$ cat src/rtl/mux8way_arbiter_if.sv
// Handshake bundle between the eight producer lanes, the merger and the
// single downstream consumer. "slave" is the merger's view, "master" is the
// view of whatever drives the lanes and consumes the merged stream.
interface mux8way_arbiter_if #(
    parameter int WIDTH = 16
);
    logic [7:0]         in_valid;
    logic [8*WIDTH-1:0] in_data;
    logic [7:0]         in_ready;
    logic               out_valid;
    logic [WIDTH-1:0]   out_data;
    logic [2:0]         out_sel;
    logic               out_ready;

    modport slave (
        input  in_valid, in_data, out_ready,
        output in_ready, out_valid, out_data, out_sel
    );

    modport master (
        output in_valid, in_data, out_ready,
        input  in_ready, out_valid, out_data, out_sel
    );
endinterface

$ cat src/rtl/mux8way_arbiter.sv
// Eight-lane round-robin merger. One output register holds the granted word
// and its source lane; the pointer names the lane with highest priority and
// moves to just past the last winner, so every lane is served within 8 grants.
module mux8way_arbiter #(
    parameter int WIDTH = 16
) (
    input  logic                 clk,
    input  logic                 reset,
    mux8way_arbiter_if.slave     bus
);

    logic             out_valid_q, out_valid_d;
    logic [WIDTH-1:0] out_data_q,  out_data_d;
    logic [2:0]       out_sel_q,   out_sel_d;
    logic [2:0]       ptr_q,       ptr_d;

    logic             load;
    logic             found;
    logic [2:0]       g;
    logic [2:0]       idx;
    logic [WIDTH-1:0] lane_data;

    // The register may take a new word when it is empty or being consumed.
    assign load = !out_valid_q || bus.out_ready;

    // Scan lanes starting at the pointer; first valid lane wins.
    always_comb begin
        found = 1'b0;
        g     = 3'd0;
        idx   = 3'd0;
        for (int i = 0; i < 8; i++) begin
            idx = ptr_q + 3'(i);
            if (!found && bus.in_valid[idx]) begin
                found = 1'b1;
                g     = idx;
            end
        end
    end

    // Pick the winning lane's word; only feeds the register, never an output.
    always_comb begin
        lane_data = '0;
        for (int k = 0; k < 8; k++) begin
            if (g == 3'(k)) begin
                lane_data = bus.in_data[k*WIDTH +: WIDTH];
            end
        end
    end

    // Accept at most one lane; nothing is accepted while reset is held.
    assign bus.in_ready = (load && found && !reset) ? (8'd1 << g) : 8'd0;

    // Next-state: load on grant, empty on idle load, otherwise hold.
    always_comb begin
        out_valid_d = out_valid_q;
        out_data_d  = out_data_q;
        out_sel_d   = out_sel_q;
        ptr_d       = ptr_q;
        if (load) begin
            if (found) begin
                out_valid_d = 1'b1;
                out_data_d  = lane_data;
                out_sel_d   = g;
                ptr_d       = g + 3'd1;
            end else begin
                out_valid_d = 1'b0;
            end
        end
    end

    // State registers; reset discards any held word immediately.
    always_ff @(posedge clk or posedge reset) begin
        if (reset) begin
            out_valid_q <= 1'b0;
            out_data_q  <= '0;
            out_sel_q   <= 3'd0;
            ptr_q       <= 3'd0;
        end else begin
            out_valid_q <= out_valid_d;
            out_data_q  <= out_data_d;
            out_sel_q   <= out_sel_d;
            ptr_q       <= ptr_d;
        end
    end

    assign bus.out_valid = out_valid_q;
    assign bus.out_data  = out_data_q;
    assign bus.out_sel   = out_sel_q;

endmodule

$ cat src/flat_wrapper.sv
// flat-port wrapper written by rule: the top's interface ports become plain ports
module mux8way_arbiter_flat 
#(
    parameter int WIDTH = 16
)
  (clk, reset, bus_in_valid, bus_in_data, bus_out_ready, bus_in_ready, bus_out_valid, bus_out_data, bus_out_sel);
  mux8way_arbiter_if #(.WIDTH(WIDTH)) bus_i ();
  input  logic clk;
  input  logic reset;
  input wire logic [$bits(bus_i.in_valid)-1:0] bus_in_valid;
  input wire logic [$bits(bus_i.in_data)-1:0] bus_in_data;
  input wire logic [$bits(bus_i.out_ready)-1:0] bus_out_ready;
  output wire logic [$bits(bus_i.in_ready)-1:0] bus_in_ready;
  output wire logic [$bits(bus_i.out_valid)-1:0] bus_out_valid;
  output wire logic [$bits(bus_i.out_data)-1:0] bus_out_data;
  output wire logic [$bits(bus_i.out_sel)-1:0] bus_out_sel;
  assign bus_i.in_valid = bus_in_valid;
  assign bus_i.in_data = bus_in_data;
  assign bus_i.out_ready = bus_out_ready;
  assign bus_in_ready = bus_i.in_ready;
  assign bus_out_valid = bus_i.out_valid;
  assign bus_out_data = bus_i.out_data;
  assign bus_out_sel = bus_i.out_sel;
  mux8way_arbiter #(.WIDTH(WIDTH)) u_core (.clk(clk), .reset(reset), .bus(bus_i));
endmodule
$ cat config.mk
export PLATFORM = sky130hd
export DESIGN_NAME = mux8way_arbiter_flat
export DESIGN_NICKNAME = d
export VERILOG_FILES = /design/src/rtl/mux8way_arbiter_if.sv /design/src/rtl/mux8way_arbiter.sv /design/src/flat_wrapper.sv
export SDC_FILE = /design/constraint.sdc
export NUM_CORES = 1
export LEC_CHECK = 0
export BUFFER_PORTS_ARGS = -buffer_cell sky130_fd_sc_hd__buf_2
export CAP_MARGIN = 30
export CORE_ASPECT_RATIO = 0.5
export CORE_UTILIZATION = 48
export DETAILED_ROUTE_END_ITERATION = 16
export PLACE_DENSITY = 0.8
export SETUP_SLACK_MARGIN = 0.1
export SLEW_MARGIN = 20
export SYNTH_ARGS = -nofsm -noshare
export SYNTH_HDL_FRONTEND = slang
export SYNTH_SLANG_ARGS = --single-unit
$ cat constraint.sdc
create_clock -name clk -period 9.35 [get_ports clk]
set_input_delay 2.805 -clock clk [delete_from_list [all_inputs] [get_ports clk]]
set_output_delay 2.805 -clock clk [all_outputs]
set_load 0.02 [all_outputs]
==> run summary <==
The flow ran to the end, and the final reports show no timing, DRC or antenna violations. The average footprint of a synthesized cell came out at 7.96 um^2. The number of placement rows is 21. In this run the number of cells on the critical path is 12. The netlist area before placement came out at 3440 um^2. The largest family of logic cells by synthesized area is compound AO/OA/AOI/OAI gates. After synthesis, the share of cell area in mux cells is 0.119. The worst setup path is launched from an input port. The total DRC errors in the routed layout is 0. The post-placement cell count is 658.

The antenna diode count came out at 0. The net count after synthesis came out at 579. The min-delay analysis places its worst path in the category reg2reg.

The launching point of the worst reg2reg path is u_core.ptr_q[0]. The starting density of the core came out at 0.505. The number of antenna violations at the first check in global routing is 0. The critical path data arrival time came out at 6.19 ns. The delay of the slowest cell on the worst path came out at 0.65 ns. Of the total synthesized cell area, the portion taken by AND, OR, NAND and NOR gates is 0.202.

Dividing the detail-routed wire length by the instance count gives 16.6 um. In this run the register-to-register setup slack is 3.02 ns. The clock period minus final worst setup slack came out at 9.00 ns.

The compound-cell area share of the yosys netlist is 0.397. Clock-pin slew was measured on the worst setup and hold paths at 0.06 ns. The maximum buffer depth of the clock tree is 2.

The placeable core area is 6810 um^2. The total grt overflow came out at 0. The flip-flop and latch count after synthesis is 23.

The overall routing resource usage came out at 0.289. After synthesis, the netlist uses 60 different library cells. Of all nets on the critical path, the largest fanout is 7.

The setup clock skew after layout is 0.00243 ns. The via count of the first global-routing pass is 3628. The number of instances resized during post-cts repair is 0. For this design, the sink count on the clock tree is 23. Tracing the worst setup path back leads to its startpoint at bus_in_valid[1].

The setup fix buffers added after clock tree synthesis came out at 0. The cell with the largest stage delay on the worst path is o32ai_1. The worst setup path is captured at a primary output. After the first detailed-routing iteration, the DRC count stood at 356. The total of hold buffers inserted after clock tree synthesis is 0. The final core utilization is 0.643. The end point of the critical path is bus_in_ready[3]. The worst endpoint required time came out at 6.55 ns. The number of optimization iterations in the first detailed-route pass came out at 4.

Grouping stages by cell kind, the critical path spends the most delay in compound AO/OA/AOI/OAI gates. The worst reg2reg path endpoint is u_core.bus.out_data[12]. The number of top-level design ports is 167.

Of the total synthesized cell area, the portion taken by XOR and XNOR cells is 0.0124. The clock latency on the worst-skew pair came out at 0.25 ns. During synthesis, Yosys emitted a total of 0 warnings.

After detailed placement, the total cell area comes to 4250 um^2. The summed negative setup slack over all endpoints came out at 0 ns. The largest net degree at the start of global routing is 49.

Timing would allow up to 0.111 GHz. The x dimension of the die is 122 um. The most used flip-flop cell after synthesis is dfrtp_1. The share of the Yosys chip area taken by registers is 0.167. Dividing the final minimum period by the clock period gives 0.962. The sum of routed wire length over all layers came out at 11100 um. The final count of pins violating max slew came to 0. Synthesis produced a netlist whose cell count is 432.

The share of layout cells above drive strength 1 came out at 0.407. The number of vias in the routed layout came out at 4026. The placer congestion estimate came out at 0.901. Of the total synthesized cell area, the portion taken by full adders, half adders and majority gates is 0.0291. For the worst flop-to-flop path, the logic depth is 15. The number of buffers and inverters on the critical path is 3.

The worst pin sits at a relative slew slack of 0.392. In this run the number of H-tree levels came out at 1. The CTS buffer count came out at 3. Setup repair after global routing left no endpoint under its margin.

The number of enable-type register cells in the synthesized netlist came out at 0. The global-route wire length before repair came out at 17200 um. The final-stage net count came out at 720. The measured slew at the worst slew-check pin came out at 0.911 ns. The height of the chip is 61.8 um. Walking the worst path, the cells encountered are buf_2 -> mux4_2 -> and2_1 -> nand2b_1 -> o41ai_1 -> nor2_1 -> o32ai_1 -> ha_1 -> ha_1 -> inv_1 -> nor3_1 -> buf_2. The total of endpoints with negative setup slack in the final report came out at 0.

The final cell count without fillers came out at 664. TritonCTS built the clock tree. Counting flops with an async set or reset pin after synthesis yields a share of 1.00. The via density per instance is 6.06.

Across the run, the number of max-cap violations was 0. The count of port buffers added during placement is 166. The detailed placement HPWL is 8320 um. The root buffer cell chosen for the clock tree is clkbuf_16.

The area growth from synthesis to layout came out at 27.2%. The number of hold-slack violations in the final timing report came to 0. The kind of critical path is in2out.

The residual antenna-violating net count after detailed routing is 0. The die covers 7530 um^2. The post-layout instance area is 4370 um^2.
==> layout make-up <==
class,instances,area (um^2)
Fill cell,615,2430
Inverter,10,37.5
Tap cell,92,115
Multi-Input combinational cell,357,2620
Sequential cell,23,576
Timing Repair Buffer,178,948
Clock buffer,4,78.8
==> routing by layer <==
layer | share of wire | track usage | wire, um | vias to the layer above
li1 | - | - | - | 1950
met3 | 0.058 | 0.0502 | 639 | 28
met1 | 0.43 | 0.374 | 4770 | 1879
met4 | 0.027 | 0.0899 | 302 | 0
met2 | 0.48 | 0.507 | 5340 | 169
met5 | 0 | 0 | 0 | -
==> synthesized netlist by cell type (2+ instances only) <==
master / number / area [um^2]
a211oi_1: 19 / 143
a21o_1: 2 / 15.0
a21oi_1: 51 / 255
a221oi_1: 23 / 201
a221oi_2: 11 / 165
and3_1: 20 / 125
buf_1: 3 / 11.3
buf_2: 3 / 15.0
buf_4: 3 / 22.5
buf_6: 6 / 67.6
clkbuf_1: 27 / 101
dfrtp_1: 23 / 576
ha_1: 8 / 100
inv_1: 9 / 33.8
mux2_2: 3 / 33.8
mux2_4: 3 / 45.0
mux2i_1: 9 / 90.1
mux4_2: 10 / 225
nand2_1: 26 / 97.6
nand2b_1: 23 / 144
nor2_1: 61 / 229
nor2b_1: 2 / 12.5
nor3_1: 8 / 40.0
o2111ai_1: 16 / 140
o211ai_2: 2 / 25.0
o21a_1: 3 / 22.5
o21ai_0: 8 / 40.0
o21ai_1: 8 / 40.0
o21ai_2: 10 / 87.6
xor2_1: 2 / 17.5
==> registers in the layout, indices dropped and copies added, names as in the netlist <==
register / count
u_core.bus.out_sel: 3
u_core.bus.out_data: 16
u_core.ptr_q: 3
u_core.bus.out_valid: 1
==> kinds of logic after synthesis <==
group / after synthesis
xor gates and xnor gates: 4
and+or+nand+nor: 146
AOI/OAI and AO/OA: 173
DFF: 23
buffers and inverters: 52
muxes: 26
adders and majority gates: 8
==> placed cells by master, fill, tap and decap left out, types with 2 or more instances in the layout <==
cell type and instances:
nor3_1 8, ha_1 7, nand2b_1 23, a21oi_1 51
o21ai_0 7, buf_2 166, o2111ai_1 16, mux2i_1 9
mux2_4 3, a221oi_2 11, o21a_1 3, a221oi_1 23
nor2_1 61, o21ai_2 12, inv_1 9, mux2_2 3
o211ai_2 2, a211oi_1 19, clkbuf_16 3, dfrtp_1 23
and3_1 20, nor2b_1 2, buf_4 10, xor2_1 2
o21ai_1 7, mux4_2 10, nand2_1 26, a21o_1 2
==> through the flow <==
step / setup WS (ns) / hold WS [ns]
floorplan: 0.264 / 0.590
global placement: 0.593 / 0.464
finish: 0.354 / 0.490
CTS: 0.463 / 0.486
global route: 0.107 / 0.505
detailed placement: 0.455 / 0.473
==> how the worst min path moves through the flow <==
stage	from	to	cells past startpoint
detailed placement	u_core.bus.out_sel[2]	u_core.bus.out_sel[2]	2
finish	u_core.bus.out_sel[2]	u_core.bus.out_sel[2]	2
CTS	u_core.bus.out_sel[2]	u_core.bus.out_sel[2]	2
global route	u_core.bus.out_sel[2]	u_core.bus.out_sel[2]	2
global placement	u_core.bus.out_sel[1]	u_core.bus.out_sel[1]	2
floorplan	u_core.bus.out_sel[1]	u_core.bus.out_sel[1]	2
==> tightest hold or removal path: stages (launching register included) <==
cell and delay (ns):
dfrtp_1 0.34, nand2_1 0.05, o21ai_0 0.06
Power is not shown: default switching activity piles up to over one toggle a cycle in this logic, so the estimate is an artifact.
